===== config.mk =====
export PLATFORM = sky130hd
export DESIGN_NAME = tt_um_programmable_timer
export DESIGN_NICKNAME = d
export VERILOG_FILES = /design/src/rtl/tt_um_programmable_timer.sv
export SDC_FILE = /design/constraint.sdc
export NUM_CORES = 1
export LEC_CHECK = 0
export ABC_AREA = 1
export BUFFER_PORTS_ARGS = -buffer_cell sky130_fd_sc_hd__buf_2
export CORE_ASPECT_RATIO = 2
export CORE_UTILIZATION = 49
export CTS_CLUSTER_SIZE = 14
export DETAILED_ROUTE_END_ITERATION = 8
export GPL_TIMING_DRIVEN = 0
export PLACE_DENSITY = 0.77
export SETUP_SLACK_MARGIN = 0.4
export SYNTH_ARGS = -nofsm -noshare
export SYNTH_HDL_FRONTEND = slang
export SYNTH_SLANG_ARGS = --single-unit

===== constraint.sdc =====
create_clock -name clk -period 1.34 [get_ports clk]
set_input_delay 0.067 -clock clk [delete_from_list [all_inputs] [get_ports clk]]
set_output_delay 0.067 -clock clk [all_outputs]
set_load 0.02 [all_outputs]

===== src/rtl/tt_um_programmable_timer.sv =====
// 8-bit programmable down-counting timer tile: loads a reload value, counts to zero,
// pulses terminal count, then stops (one-shot) or reloads (auto-reload).
//
// state  | meaning
// S_IDLE | loaded or reset, waiting for a START rising edge
// S_RUN  | counting down one step per prescaler tick
// S_DONE | one-shot expiry reached, count parked at 0
module tt_um_programmable_timer #(
   parameter int PRESCALE = 1
) (
   input  logic       clk,
   input  logic       rst_n,
   input  logic       ena,
   input  logic [7:0] ui_in,
   input  logic [7:0] uio_in,
   output logic [7:0] uo_out,
   output logic [7:0] uio_out,
   output logic [7:0] uio_oe
);

   typedef enum logic [1:0] {
      S_IDLE = 2'd0,
      S_RUN  = 2'd1,
      S_DONE = 2'd2
   } state_t;

   localparam logic [7:0] PS_LAST = 8'(PRESCALE - 1);

   state_t     state_q, state_d;
   logic [7:0] count_q, count_d;
   logic [7:0] reload_q, reload_d;
   logic [7:0] presc_q, presc_d;
   logic       tc_q, tc_d;
   logic       start_q, start_d;

   logic start_i, load_i, auto_i, pause_i, view_i;
   logic start_edge, tick;
   logic unused_ui;

   assign start_i   = ui_in[0];
   assign load_i    = ui_in[1];
   assign auto_i    = ui_in[2];
   assign pause_i   = ui_in[3];
   assign view_i    = ui_in[7];
   assign unused_ui = &{1'b0, ui_in[6:4]};

   assign start_edge = start_i & ~start_q;
   assign tick       = (state_q == S_RUN) && !pause_i && (presc_q == PS_LAST);

   always_comb begin
      state_d  = state_q;
      count_d  = count_q;
      reload_d = reload_q;
      presc_d  = presc_q;
      tc_d     = 1'b0;
      start_d  = start_i;
      if (load_i) begin
         reload_d = uio_in;
         count_d  = uio_in;
         state_d  = S_IDLE;
         presc_d  = 8'd0;
      end else if (start_edge && state_q != S_RUN) begin
         count_d = reload_q;
         presc_d = 8'd0;
         if (reload_q != 8'd0) begin
            state_d = S_RUN;
         end else begin
            state_d = S_DONE;
            tc_d    = 1'b1;
         end
      end else if (state_q == S_RUN && !pause_i) begin
         // A start edge while running is ignored; counting carries on.
         if (tick) begin
            presc_d = 8'd0;
            if (count_q > 8'd1) begin
               count_d = count_q - 8'd1;
            end else begin
               tc_d = 1'b1;
               if (auto_i) begin
                  count_d = reload_q;
               end else begin
                  count_d = 8'd0;
                  state_d = S_DONE;
               end
            end
         end else begin
            presc_d = presc_q + 8'd1;
         end
      end
   end

   always_ff @(posedge clk or negedge rst_n) begin
      if (!rst_n) begin
         state_q  <= S_IDLE;
         count_q  <= 8'd0;
         reload_q <= 8'd0;
         presc_q  <= 8'd0;
         tc_q     <= 1'b0;
         start_q  <= 1'b0;
      end else if (ena) begin
         state_q  <= state_d;
         count_q  <= count_d;
         reload_q <= reload_d;
         presc_q  <= presc_d;
         tc_q     <= tc_d;
         start_q  <= start_d;
      end
   end

   assign uo_out  = view_i ? {5'b0, state_q == S_RUN, state_q == S_DONE, tc_q} : count_q;
   assign uio_out = 8'h00;
   assign uio_oe  = 8'h00;

endmodule


# Word level (Yosys, flattened, before mapping)
# Index checks and enable logic that the tools add are counted.
# op_classes
n_addsub,2
order_cmp,1
n_eq_ne,5
muxes,24
n_bitwise,2
n_reduce_logical,12
# op_table
cell,count
8-bit 2-to-1 mux,11
2-bit 2-to-1 mux,7
8-bit by 1-bit adder with 8-bit output (second input constant),1
8-bit by 1-bit > comparator with 1-bit output (second input constant),1
8-bit logical NOT,1
8-bit nonzero test,1
8-bit by 1-bit subtractor with 8-bit output (second input constant),1
1-bit 2-to-1 mux,6
3-bit nonzero test,2
5-bit AND reduction,1
2-bit AND reduction,2
1-bit logical AND,3
3-bit by 2-bit inequality test with 1-bit output (second input constant),1
3-bit inequality test (second input constant),1
3-bit AND reduction,1
2-bit by 1-bit == test with 1-bit output (second input constant),1
2-bit == test (second input constant),1
2-bit by 1-bit inequality test with 1-bit output (second input constant),1
1-bit AND,1
1-bit logical NOT,1
1-bit inverter,1
# totals
regBits,28
in_bits,19
output_inout_bits,24
wordCells,52

# Longest topological paths before layout
# Gate-level depths: netlist of the first run.
# logic_depth
word_depth,7
ltp_mapped,11
ltp_nobuf,11

# Worst setup path after synthesis of the first run
# No wires, ideal clock.
# synth_path
path_type,register to register
from,register count_q[0]
to,register state_q[1]
setup_time_ps,65
t_arrival_ps,1405
t_required_ps,1275
slack_ps,-130
stages_incl_launch_ff,11
path_buffers,0
period_less_slack_ps,1470
cell_sequence,dfrtp_1 > inv_1 > ha_1 > nor2_1 > nor2_1 > nand2_1 > o21ai_0 > inv_1 > nor2_1 > nand2_1 > nand2_1
# synth_via
elab_chain_cells,3
# synth_lines
element,line_no,source
from (decl),30,"logic [7:0] count_q, count_d;"
from (signal assigned),102,count_q <= count_d;
8-bit by 1-bit > comparator with 1-bit output,75,if (count_q > 8'd1) begin
3-bit inequality test (no source line),--,
5-bit AND reduction (no source line),--,
to (signal assigned),101,state_q <= state_d;
to (decl),29,"state_t state_q, state_d;"
# No other way between the ends.
# A chain may end at the register's enable or synchronous reset.

# Final worst setup path of the first run
# layout_path
from,register count_q[1]
to,register count_q[0]
# layout_via
elab_chain_cells,6
# layout_lines
element,line_no,source
8-bit by 1-bit > comparator with 1-bit output,75,
8-bit 2-to-1 mux,75,
8-bit 2-to-1 mux,73,if (tick) begin
8-bit 2-to-1 mux,71,end else if (state_q == S_RUN && !pause_i) begin
8-bit 2-to-1 mux,62,end else if (start_edge && state_q != S_RUN) begin
8-bit 2-to-1 mux,57,if (load_i) begin
# No other way between the ends. The select of a mux whose other input is x is not followed.

==> results.toml, run 1 <==
[run_status]
status = "complete, but fails checks"
violations = "negative setup slack"

[cts]
cts-root-buf = "clkbuf_8"
clk_latency_ns = 0.28
cts_buffers = 3
cts.clk_slew.worst_paths_ns = 0.10
htree_levels = 1
clock-sinks = 28
clockBufferDepth = 2
tritoncts = "done"

[yosys]
synth-edff-count = 0
syn_avg_cell_area_um2 = 6.92
yosysWarnings = 0
yosys.area.top_type = "dfrtp_1"
synth_area_leaders = "dfrtp_1 (35%), nand2_1 (16%), nor2_1 (8.6%)"
ys_ff_latch = 28
ys_seq_area_frac = 0.349
syn_inst = 290
ys_types = 26
syn_area_mm2 = 0.00201
yosysTopAreaCellShare = 0.349
synth_ff_type = "dfrtp_1"
async_flop_share = 1.00

[global_routing]
grt_max_degree = 29
grt_pass1_wl_um = 8870
grt_pass1_vias = 2102
gr-total-overflow = 0
antenna_found_initial = 0
grtUsageTotal = 0.284

[detailed_routing]
drc = 0
vias_per_cell = 5.20
vias = 2147
drtAntennaViolNets = 0
drt_iter0_markers = 71
avgRoutedWirePerCell_um = 14.6
routed_wl_um = 6010
drtPass1Iterations = 5

[worst_hold_path]
worstHoldEndpoint = "start_q$_DFFE_PN0P_"
hold_depth = 3
hp-class = "primary input to flop"
hp-start = "ui_in[0]"

[sta]
worst_pin_slew_ns = 0.573
fin_crit_ns = 1.56
slew_headroom = 0.618
rsz0062_at_grt = "yes"
fin_crit_sh = 1.17
max_freq_mhz = 640
slew_viol_final = 0
setup_tns_ns = -2.85
finalWorstSetupSlack_ns = -0.224
finalClockSkew_ns = 0.00409
setup_viol = 16
hold_viol = 0

[layout]
fill_cells = 323
n_antenna_cell = 0
seq_area_um2 = 706
multi_input_area_mm2 = 0.00131
layout_common_cells = "nand2_1 (75), buf_4 (43), nor2_1 (35), nand3_1 (24), dfrtp_1 (24)"
stdcell_count = 413
final_common_cell = "nand2_1"
nets = 387
stdcell_area_mm2 = 0.00278
drive_above_1_share = 0.401
area_growth_pct = 38.6

[placement]
dp_hpwl_um = 3840
pre_cts_ws_ns = -0.210
gp_congestion = 0.934
port_buffers = 23
postPlaceCellArea_mm2 = 0.00227
numPlacedInstances = 379

[power_and_ir_drop]
power_leakage_nw = 1.40
powerDensity_mw_per_mm2 = 1090
max-vdd-ir-drop_mv = 0.761
total_power_w = 0.00304

[floorplan]
start_util = 0.516
die_y_um = 92.5
num_rows = 32
die_w_um = 47.2
core_region_area_mm2 = 0.00388
io_pins = 43
design.die.area_mm2 = 0.00437

[critical_path]
worst-path-buf-inv = 2
cpMostUsedCell = "nand2_1"
cpPeakStageDelay_ns = 0.40
cp_top_family = "simple AND/OR/NAND/NOR gates"
crit_slowest_cell = "dfrtp_1"
r2r_cells = 11
cp_max_fo = 8
crit_type = "flop to flop"
required_ns = 1.52
rrSetupSlack_ns = -0.22
worstPathCellList = "inv_2 -> ha_1 -> inv_1 -> nand2_1 -> nand2_1 -> nor2_2 -> nor2_4 -> nand2_1 -> nand3_1 -> nand2_1 -> nand2_1"
r2r-end = "count_q[0]$_DFFE_PN0P_"
cp-end-kind = "flop"
worstPathArrival_ns = 1.74
r2r_start = "count_q[1]$_DFFE_PN0P_"
start_kind = "flop"

[flow_run]
maxCapViolCount = 0
[worst max-delay path by stage]
stage | end | slack [ns] | startpoint | cells past startpoint
after CTS | count_q[5]$_DFFE_PN0P_ | -0.15 | presc_q[0]$_DFFE_PN0P_ | 10
after detailed placement | state_q[1]$_DFFE_PN0P_ | -0.21 | presc_q[0]$_DFFE_PN0P_ | 8
final | count_q[0]$_DFFE_PN0P_ | -0.22 | count_q[1]$_DFFE_PN0P_ | 11
after floorplan | count_q[5]$_DFFE_PN0P_ | -0.01 | presc_q[0]$_DFFE_PN0P_ | 10
after global routing | count_q[0]$_DFFE_PN0P_ | -0.31 | count_q[1]$_DFFE_PN0P_ | 11
after global placement | count_q[7]$_DFFE_PN0P_ | -0.19 | count_q[0]$_DFFE_PN0P_ | 11
[sequential cells by signal (all words and copies together), names as in the netlist]
register / count
count_q: 8
presc_q: 8
reload_q: 8
state_q: 2
start_q: 1
tc_q: 1
[what timing repair did]
action | 4_1_cts | 5_1_grt
resized for setup | 43 | 33
buffers inserted | 22 | 5
hold endpoints to repair | 28 | 0
gates cloned | 2 | 1
setup endpoints to repair | 27 | 36
hold buffers | 1 | 0
pin swaps | 9 | 20
[area by class of cell]
type / count / area share
Multi-Input combinational cell: 229 / 0.471
Sequential cell: 28 / 0.254
Timing Repair Buffer: 52 / 0.142
Buffer: 21 / 0.0540
Inverter: 29 / 0.0410
Tap cell: 51 / 0.0230
Clock buffer: 3 / 0.0149
[kinds of logic after synthesis]
| family | Yosys count | synth area share |
|---|---|---|
| AO/OA/AOI/OAI | 13 | 0.0343 |
| flip-flops | 28 | 0.349 |
| other | 1 | 0.00187 |
| XOR/XNOR | 4 | 0.0175 |
| AND/OR/NAND/NOR | 182 | 0.398 |
| multiplexers | 8 | 0.0449 |
| adder cells (fa/ha/maj) | 4 | 0.0250 |
| buffers and inverters | 50 | 0.129 |
[layer usage]
layer | share of wire | GRT usage | vias up | wire, um
li1 | - | - | 1031 | -
met1 | 0.33 | 0.260 | 1002 | 1980
met2 | 0.57 | 0.517 | 80 | 3420
met3 | 0.034 | 0.0370 | 34 | 204
met4 | 0.069 | 0.188 | 0 | 413
met5 | 0 | 0 | - | 0
[Yosys cell counts, drive strengths merged (3+ instances only)]
library cell  number
o21ai              9
mux2               8
clkbuf             3
nand3             26
nor3               3
nor2              52
dfrtp             28
a21oi              4
nand2             90
ha                 4
xor2               4
nand4              9
buf               18
inv               29
[worst reg2reg max path: cells and delay by family, from the launching register on]
kind / cells / cell delay, ns
fa+ha+maj: 1 / 0.17
simple gates: 8 / 0.74
flops: 1 / 0.40
buf+inv: 2 / 0.16
[per-stage QoR]
step,hold WS (ns),util
finish,0.0103,0.716
global route,0.0349,0.716
CTS,0.0188,0.675
detailed placement,0.126,0.584
global placement,0.121,0.584
floorplan,-0.229,-
[report_power, final]
group / switching [W] / internal, W
Clock: 0.000278 / 0.000203
Combinational: 0.000823 / 0.000629
Sequential: 0.000141 / 0.000969
Total: 0.00124 / 0.00180
(Power assumes the default switching activity.)
==> inputs of run 2 (changes only) <==
--- a/config.mk
+++ b/config.mk
@@ -5,10 +5,9 @@
 export SDC_FILE = /design/constraint.sdc
 export NUM_CORES = 1
 export LEC_CHECK = 0
-export ABC_AREA = 1
 export BUFFER_PORTS_ARGS = -buffer_cell sky130_fd_sc_hd__buf_2
 export CORE_ASPECT_RATIO = 2
-export CORE_UTILIZATION = 49
+export CORE_UTILIZATION = 48
 export CTS_CLUSTER_SIZE = 14
 export DETAILED_ROUTE_END_ITERATION = 8
 export GPL_TIMING_DRIVEN = 0
==> run 2 against run 1 <==
Against the previous run:
- the flow still finishes with violations (negative setup slack)
- via count shrank 22%
- critical path depth is 6 lower
- sequential cell count unchanged
- non-clock buffer count shrank 3
- area after synthesis shrank 11%
- first-iteration DRC count rose by 9.9%
- sequential share of layout area increased by 2.0 points
- synthesized cell count down 37%
- critical endpoint is now state_q[1]$_DFFE_PN0P_
- largest cell class unchanged
==> results.toml, run 2 <==
[yosys]
synth-edff-count = 0
yosysWarnings = 0
yosysTopAreaCellShare = 0.394
ys_ff_latch = 28
synth_compound_area_frac = 0.154
ys_seq_area_frac = 0.394
async_flop_share = 1.00
synth_commonest_cells = "dfrtp_1 (28), buf_4 (16), o21ai_0 (13)"
synthAdderAreaFrac = 0.0281
synth.most_common_cell = "dfrtp_1"
syn_area_mm2 = 0.00178
synth_ff_type = "dfrtp_1"
yosys.area_share.xor_xnor = 0.0541
ys_types = 48
muxShareOfSynthArea = 0.0689
synth_top_family_by_area = "simple AND/OR/NAND/NOR gates"
yosys.area.top_type = "dfrtp_1"
synth_area_leaders = "dfrtp_1 (39%), buf_4 (6.8%), mux2_2 (5.7%)"
syn_inst = 184
syn_avg_cell_area_um2 = 9.67
synth_simple_gate_area_share = 0.196

[critical_path]
start_kind = "flop"
cpPeakStageDelay_ns = 0.58
required_ns = 1.51
worst-path-buf-inv = 0
cp-end-kind = "flop"
cp_top_family = "simple AND/OR/NAND/NOR gates"
worstPathCellList = "or4_4 -> nor4_4 -> and2b_1 -> o31a_2 -> mux2_4"
worstPathArrival_ns = 2.10
cp_max_fo = 3
r2r_cells = 5
critical_path_depth = 5
crit_type = "flop to flop"
crit_slowest_cell = "or4_4"

[layout]
n_antenna_cell = 0
layout_common_cells = "buf_4 (36), dfrtp_1 (22), conb_1 (16), buf_2 (13), buf_6 (13)"
final_common_cell = "buf_4"
area_growth_pct = 45.4
drive_above_1_share = 0.520
stdcell_area_mm2 = 0.00259
final_util = 0.725
fill_cells = 249
reg.largest.list = "count_q x8, presc_q x8, reload_q x8"
nets = 275

[floorplan]
core_region_area_mm2 = 0.00357
io_pins = 43
die_w_um = 45.1
die_y_um = 88.1
num_rows = 31
start_util = 0.499
design.die.area_mm2 = 0.00397

[placement]
pre_cts_ws_ns = -0.888
dp_hpwl_um = 3200
port_buffers = 21
gp_congestion = 0.880
postPlaceCellArea_mm2 = 0.00204

[detailed_routing]
vias_per_cell = 5.58
drt_iter0_markers = 78
wl_met3_um = 217
drc = 0
drtPass1Iterations = 4
highest-signal-layer = "met4"
vias = 1667
drtAntennaViolNets = 0
met2WireLength_um = 2960
avgRoutedWirePerCell_um = 17.4
drt-met1-wl_um = 1740
routed_wl_um = 5210

[power_and_ir_drop]
p_sw_frac = 0.373
p_comb_frac = 0.498
power_leakage_nw = 1.16
powerDensity_mw_per_mm2 = 1250
max-vdd-ir-drop_mv = 0.856
seqPwrFrac = 0.358
clkPwrFrac = 0.144
power.switching_w = 0.00121
internal_power_w = 0.00203

[global_routing]
grtUsageTotal = 0.266
grt_max_degree = 29
grt_pass1_wl_um = 7640
antenna_found_initial = 0
gr-total-overflow = 0
grt_pass1_vias = 1701

[sta]
slew_viol_final = 0
slew_headroom = 0.523
max_freq_mhz = 518
rsz0062_at_grt = "yes"
fin_crit_ns = 1.93
setup_viol = 19
hold_viol = 0
finalClockSkew_ns = 0.00395
finalWorstSetupSlack_ns = -0.589
fin_crit_sh = 1.44
worst_pin_slew_ns = 0.711

[cts]
htree_levels = 1
cts-root-buf = "clkbuf_8"
cts.clk_slew.worst_paths_ns = 0.09
clockBufferDepth = 2
cts_buffers = 3
clk_latency_ns = 0.27
clock-sinks = 28
tritoncts = "done"

[worst_hold_path]
hold_depth = 2
hp-class = "primary input to flop"

[run_status]
status = "complete, but fails checks"
violations = "negative setup slack"

[flow_run]
maxCapViolCount = 0
[run 2: cell types whose count changed in the layout (fill, tap and decap cells not counted), moves of 9 or more]
cell     delta
nor2_1     -29
nand2_2     -9
nand3_1    -23
inv_1       -9
inv_2       -9
nand2_1    -66
[run 2: logic make-up after synthesis]
group | after synthesis
adders and majority gates | 4
xor gates and xnor gates | 11
and+or+nand+nor | 58
buffers and inverters | 32
other | 1
AOI/OAI and AO/OA | 39
muxes | 11
DFF | 28
[run 2: stage by stage]
stage	hold slack, ns	cells	TNS (ns)	total power (W)
final	0.0265	299	-8.37	0.00323
after global routing	0.0320	299	-9.51	0.00341
after CTS	0.0295	289	-8.31	0.00300
after detailed placement	0.123	269	-12.53	0.00215
after global placement	0.122	269	-12.46	0.00213
after floorplan	-0.229	199	-6.56	0.00188
[run 2: area by class of cell]
class / instances / area (um2) / area share
buffer: 22 / 170 / 0.0658
clock buffer: 3 / 41.3 / 0.0160
inverter: 10 / 37.5 / 0.0145
multi-input combinational: 139 / 1170 / 0.451
sequential: 28 / 708 / 0.274
tap: 49 / 61.3 / 0.0237
timing repair buffer: 48 / 402 / 0.155
[run 2: routing by layer]
layer  vias up  GRT usage
met1       801      0.252
met3        31     0.0289
met2        68      0.499
li1        767          -
met5         -          0
met4         0      0.176
[run 2: worst register-to-register path: cells and delay by family (launching register included)]
family,cells,cell delay (ns)
and+or+nand+nor,3,0.96
DFF,1,0.41
muxes,1,0.30
AOI/OAI and AO/OA,1,0.16
[run 2: final timing paths]
| path | start | endpoint | slack [ns] |
|---|---|---|---|
| min in group asynchronous | rst_n | presc_q[4]$_DFFE_PN0P_ | 0.29 |
| setup / recovery | count_q[4]$_DFFE_PN0P_ | state_q[1]$_DFFE_PN0P_ | -0.59 |
| hold / removal | uio_in[3] | reload_q[3]$_DFFE_PN0P_ | 0.03 |
| max in group asynchronous | rst_n | count_q[7]$_DFFE_PN0P_ | 0.73 |
| hold reg to reg | reload_q[1]$_DFFE_PN0P_ | reload_q[1]$_DFFE_PN0P_ | 0.56 |
| setup reg to reg | count_q[4]$_DFFE_PN0P_ | state_q[1]$_DFFE_PN0P_ | -0.59 |
[run 2: power by group through the flow]
stage               registers, W  logic (W)  clock network (W)
finish                   0.00116    0.00161           0.000465
detailed placement       0.00119   0.000953                  0
global placement         0.00119   0.000942                  0
global route             0.00117    0.00172           0.000518
CTS                      0.00114    0.00139           0.000469
floorplan                0.00113   0.000751                  0
[run 2: repair_timing]
item / in CTS / in global routing
endpoints found under the hold margin: 28 / 0
pin swaps: 7 / 10
resized for setup: 51 / 22
setup endpoints to repair: 27 / 62
cloned: 1 / 0
hold buffers: 1 / 0
buffers inserted: 15 / 10
